## src/rtl/rriot_pkg.sv

```systemverilog
// Shared types and widths for the RRIOT bus arbiter and its neighbours.
package rriot_pkg;

   localparam int RRIOT_AW = 10;
   localparam int RRIOT_DW = 8;

   typedef enum logic [1:0] {
      OWN_NONE = 2'd0,
      OWN_CPU  = 2'd1,
      OWN_HOST = 2'd2
   } owner_t;

endpackage

```

## src/rtl/rriot_bus_arbiter.sv

```systemverilog
// Single-port arbiter in front of an mcs6530: CPU has priority, a starvation
// counter steals one CPU read slot via RDY, and late read data is routed back.
module rriot_bus_arbiter
   import rriot_pkg::*;
#(
   parameter int unsigned             STARVE_LIMIT = 15,
   parameter logic [RRIOT_DW-1:0]     IDLE_DATA    = 8'hFF
) (
   input  logic                phi2,
   input  logic                rst_n,
   input  logic                cpu_sel,
   input  logic                cpu_we_n,
   input  logic [RRIOT_AW-1:0] cpu_a,
   input  logic [RRIOT_DW-1:0] cpu_di,
   output logic [RRIOT_DW-1:0] cpu_do,
   output logic                cpu_rdy,
   input  logic                host_req,
   input  logic                host_we_n,
   input  logic [RRIOT_AW-1:0] host_a,
   input  logic [RRIOT_DW-1:0] host_wdata,
   output logic                host_ack,
   output logic                host_rvalid,
   output logic [RRIOT_DW-1:0] host_rdata,
   output logic                dev_cs,
   output logic                dev_we_n,
   output logic [RRIOT_AW-1:0] dev_a,
   output logic [RRIOT_DW-1:0] dev_di,
   input  logic [RRIOT_DW-1:0] dev_do,
   input  logic                dev_oe
);

   localparam logic [7:0] STARVE_MAX = 8'(STARVE_LIMIT);

   owner_t              owner;
   owner_t              rd_own_q;
   logic                force_grant;
   logic [7:0]          starve_cnt;
   logic [7:0]          starve_cnt_next;
   logic [RRIOT_DW-1:0] rd_data;
   logic                host_rvalid_q;

   // Grants are suppressed entirely while reset is held.
   always_comb begin
      owner       = OWN_NONE;
      force_grant = 1'b0;
      if (rst_n) begin
         force_grant = host_req & cpu_sel & cpu_we_n & (starve_cnt == STARVE_MAX);
         if (force_grant)
            owner = OWN_HOST;
         else if (cpu_sel)
            owner = OWN_CPU;
         else if (host_req)
            owner = OWN_HOST;
      end
   end

   always_comb begin
      dev_cs   = 1'b0;
      dev_we_n = 1'b1;
      dev_a    = '0;
      dev_di   = '0;
      case (owner)
         OWN_CPU: begin
            dev_cs   = 1'b1;
            dev_we_n = cpu_we_n;
            dev_a    = cpu_a;
            dev_di   = cpu_di;
         end
         OWN_HOST: begin
            dev_cs   = 1'b1;
            dev_we_n = host_we_n;
            dev_a    = host_a;
            dev_di   = host_wdata;
         end
         default: ;
      endcase
   end

   assign cpu_rdy     = ~force_grant;
   assign host_ack    = (owner == OWN_HOST);
   assign host_rvalid = host_rvalid_q;
   assign rd_data     = dev_oe ? dev_do : IDLE_DATA;

   // Saturates rather than wraps so a run of CPU writes keeps the host due.
   always_comb begin
      starve_cnt_next = starve_cnt;
      if (!host_req || owner == OWN_HOST)
         starve_cnt_next = 8'd0;
      else if (starve_cnt != STARVE_MAX)
         starve_cnt_next = starve_cnt + 8'd1;
   end

   always_ff @(posedge phi2 or negedge rst_n) begin
      if (!rst_n) begin
         starve_cnt    <= 8'd0;
         rd_own_q      <= OWN_NONE;
         cpu_do        <= '0;
         host_rdata    <= '0;
         host_rvalid_q <= 1'b0;
      end else begin
         starve_cnt    <= starve_cnt_next;
         rd_own_q      <= (owner != OWN_NONE && dev_we_n) ? owner : OWN_NONE;
         host_rvalid_q <= (rd_own_q == OWN_HOST);
         if (rd_own_q == OWN_CPU)
            cpu_do <= rd_data;
         if (rd_own_q == OWN_HOST)
            host_rdata <= rd_data;
      end
   end

endmodule

```

## config.mk

```make
export PLATFORM = sky130hd
export DESIGN_NAME = rriot_bus_arbiter
export DESIGN_NICKNAME = d
export VERILOG_FILES = /design/src/rtl/rriot_pkg.sv /design/src/rtl/rriot_bus_arbiter.sv
export SDC_FILE = /design/constraint.sdc
export NUM_CORES = 1
export LEC_CHECK = 0
export BUFFER_PORTS_ARGS = -buffer_cell sky130_fd_sc_hd__buf_2
export CAP_MARGIN = 0
export CORE_MARGIN = 2
export CORE_UTILIZATION = 43
export DETAILED_ROUTE_END_ITERATION = 7
export GPL_ROUTABILITY_DRIVEN = 0
export GPL_TIMING_DRIVEN = 1
export PLACE_DENSITY = 0.88
export SLEW_MARGIN = 10
export SYNTH_ARGS = -nofsm -noshare
export SYNTH_HDL_FRONTEND = slang
export SYNTH_SLANG_ARGS = --single-unit
```

## constraint.sdc

```tcl
create_clock -name phi2 -period 3.37 [get_ports phi2]
set_input_delay 0 -clock phi2 [delete_from_list [all_inputs] [get_ports phi2]]
set_output_delay 0 -clock phi2 [all_outputs]
set_load 0.05 [all_outputs]
```

==> flow_metrics.tcl <==
set metrics [dict create \
    syn-cell-area_mm2 0.00148 \
    die_width_um 62.6 \
    portBuffers 89 \
    required_ps 3370 \
    h-tree-depth 1 \
    slew_violations 0 \
    pre_cts_slack_ps 596 \
    fin_setup_tns_ps 0 \
    rsz0062_at_grt "no" \
    crit_slowest_cell "ha_1" \
    path_max_fanout 21 \
    yosys_warnings 0 \
    power_density_mw_per_mm2 493 \
    vias_per_cell 5.10 \
    synth.area.top_cells "dfrtp_1 46%, a22oi_1 9.1%, o21ai_0 7.1%" \
    dieArea_mm2 0.00392 \
    crit_buf_inv 1 \
    drc 0 \
    diodes 0 \
    cts.clk_slew.worst_paths_ps 150 \
    layout-drive-gt1-share_pct 37.3 \
    cts_made_buffers 3 \
    cp_top_family "simple AND/OR/NAND/NOR gates" \
    fill_cells 311 \
    crit_chain "or4_4 -> o311ai_4 -> ha_1 -> a22oi_1 -> nor2_1 -> buf_2" \
    syn_avg_cell_area_um2 8.90 \
    antenna_found_initial 0 \
    insertion_delay_ps 330 \
    syn_nets 221 \
    min_period_ps 3100 \
    ys_ff_latch 27 \
    grt.total_usage_pct 21.3 \
    regArea_um2 676 \
    setup_viol 0 \
    root_buffer "clkbuf_4" \
    netlist_instances 166 \
    wl_per_cell_um 13.0 \
    worst_pin_slew_ps 744 \
    grt_max_degree 33 \
    cts_tree "built" \
    clockBufferDepth 2 \
    hold_viol_final 0 \
    drtIter0Drc 99 \
    worst_setup_path_start_kind "register" \
    layout.nets 316 \
    io_pins 90 \
    max_freq_mhz 323 \
    first_global_vias 1500 \
    initial_core_util_pct 44.6 \
    finalWorstSetupSlack_ps 275 \
    hp-class "in2reg" \
    rows 21 \
    relSlewSlack_pct 50.0 \
    num_vias 1561 \
    wirelength_um 3980 \
    synth_top_area_cell "dfrtp_1" \
    fin_skew_ps 12.8 \
    maxCapViolCount 0 \
    synthDistinctLibCells 29 \
    antenna_left 0 \
    die_y_um 62.6 \
    syn2layout_area_growth_pct 39.5 \
    cts_sinks 27 \
    multiInputGateArea_um2 734 \
    final_cell_area_mm2 0.00206 \
    leakage_nw 1.06 \
    worstSetupPathType "reg2out" \
    grt_first_pass_wirelength_um 6820 \
    coreArea_mm2 0.00331 \
    crit_arrival_ps 3100 \
    drt_pass1_iterations 4 \
    peakVddDrop_uv 212 \
    dp_hpwl_um 2960 \
    finalCritPeriodShare_pct 91.8 \
    placed_cell_area_mm2 0.00193 \
    ys_seq_area_share_pct 45.7 \
    endpoint_kind "output port" \
    run_status "finished clean" \
    grt_remaining_overflow 0 \
    slowest_delay_ps 690 \
    synth_top_area_share_pct 45.7 \
]
cells in the mapped netlist:
| master | count |
|---|---|
| a21boi_0 | 1 |
| a21oi_1 | 6 |
| a221oi_1 | 1 |
| a22oi_1 | 18 |
| a31oi_1 | 1 |
| and3_1 | 1 |
| buf_1 | 1 |
| buf_6 | 1 |
| clkbuf_1 | 6 |
| clkbuf_8 | 1 |
| dfrtp_1 | 27 |
| ha_1 | 4 |
| inv_1 | 5 |
| nand2_1 | 19 |
| nand2b_1 | 3 |
| nand3_1 | 4 |
| nand4_1 | 1 |
| nor2_1 | 20 |
| nor2b_1 | 9 |
| nor3_1 | 6 |
| nor3_4 | 1 |
| nor4_1 | 1 |
| o211a_1 | 1 |
| o21a_1 | 1 |
| o21ai_0 | 21 |
| o311ai_4 | 1 |
| or3_1 | 3 |
| or4_4 | 1 |
| xnor2_1 | 1 |
state kept, by name, indices dropped and copies added (netlist names):
| name | cells |
|---|---|
| host_rdata | 8 |
| rd_own_q | 2 |
| host_rvalid | 1 |
| starve_cnt | 8 |
| cpu_do | 8 |
where the power goes:
| group | internal (mW) | total, mW | leakage, nW | switching (mW) |
|---|---|---|---|---|
| clock | 0.0454 | 0.143 | 0.0139 | 0.0973 |
| sequential | 0.384 | 0.418 | 0.337 | 0.0341 |
| combinational | 0.112 | 0.456 | 0.706 | 0.344 |
| total | 0.541 | 1.02 | 1.06 | 0.475 |
worst min-delay path, stage by stage:
cell	delay (ps)
buf_2	70
a221oi_1	100
nor3_1	140
layer usage:
layer  share of wire, %  vias up  routed length [um]  track usage (%)
li1                   -      777                   -                -
met1                 43      731                1710             26.7
met2                 53       47                2100             38.6
met3                3.9        6                 154             4.14
met4               0.63        0                  25             3.06
met5                  0        -                   0                0
worst paths after layout:
path                               start             to  slack, ps  depth (start not counted)
max                        starve_cnt[4]      dev_di[2]        270                          6
max in group asynchronous          rst_n  starve_cnt[4]       2700                          2
max reg2reg                starve_cnt[4]  starve_cnt[4]        620                          5
min reg2reg                host_rdata[3]  host_rdata[3]        490                          2
min in group asynchronous          rst_n  host_rdata[3]        220                          2
min                            host_we_n    rd_own_q[0]         30                          3
cells by family (layout without fill, tap and decap cells):
group                      after synthesis  after routing  share of synthesized area, %
adders and majority gates                4              4                          3.39
DFF                                     27             27                          45.7
and+or+nand+nor                         69             69                          22.8
AOI/OAI and AO/OA                       51             51                          22.8
xor gates and xnor gates                 1              1                         0.593
buffers and inverters                   14            108                          4.74
what timing repair did:
action | 4_1_cts | 5_1_grt
gates resized for setup | 0 | 1
hold buffers | 10 | 0
setup buffers | 0 | 0
endpoints found under the hold margin | 44 | 0
endpoints found under the setup margin | 0 | 1
cell type report:
cell class	instances	share of cell area (%)
clock inverter	1	0.364
multi-input combinational	125	35.6
inverter	5	0.910
sequential	27	32.8
clock buffer	3	1.09
timing repair buffer	99	26.5
tap	46	2.79
cells in the final DEF, fill, tap and decap left out, drive strengths merged:
| master | instances |
|---|---|
| inv | 5 |
| xnor2 | 1 |
| buf | 89 |
| clkbuf | 3 |
| nand2b | 3 |
| or4 | 1 |
| a31oi | 1 |
| and3 | 1 |
| a221oi | 1 |
| a22oi | 18 |
| nand2 | 19 |
| nor3 | 7 |
| nor2b | 9 |
| clkinvlp | 1 |
| nand4 | 1 |
| or3 | 3 |
| dfrtp | 27 |
| o21a | 1 |
| ha | 4 |
| o311ai | 1 |
| nor2 | 20 |
| dlygate4sd3 | 10 |
| o21ai | 21 |
| o211a | 1 |
| nand3 | 4 |
| nor4 | 1 |
| a21boi | 1 |
| a21oi | 6 |
metrics by stage:
step	hold WS [ps]	instances	total power, mW	util, %
after floorplan	-296	166	0.745	-
after global placement	69.7	292	0.859	58.3
after detailed placement	78.1	292	0.871	58.3
after CTS	29.4	306	1.02	62.2
after global routing	50.7	306	1.07	62.3
final	29.1	306	1.02	62.3
No activity file was read; power rests on OpenSTA's default activity.
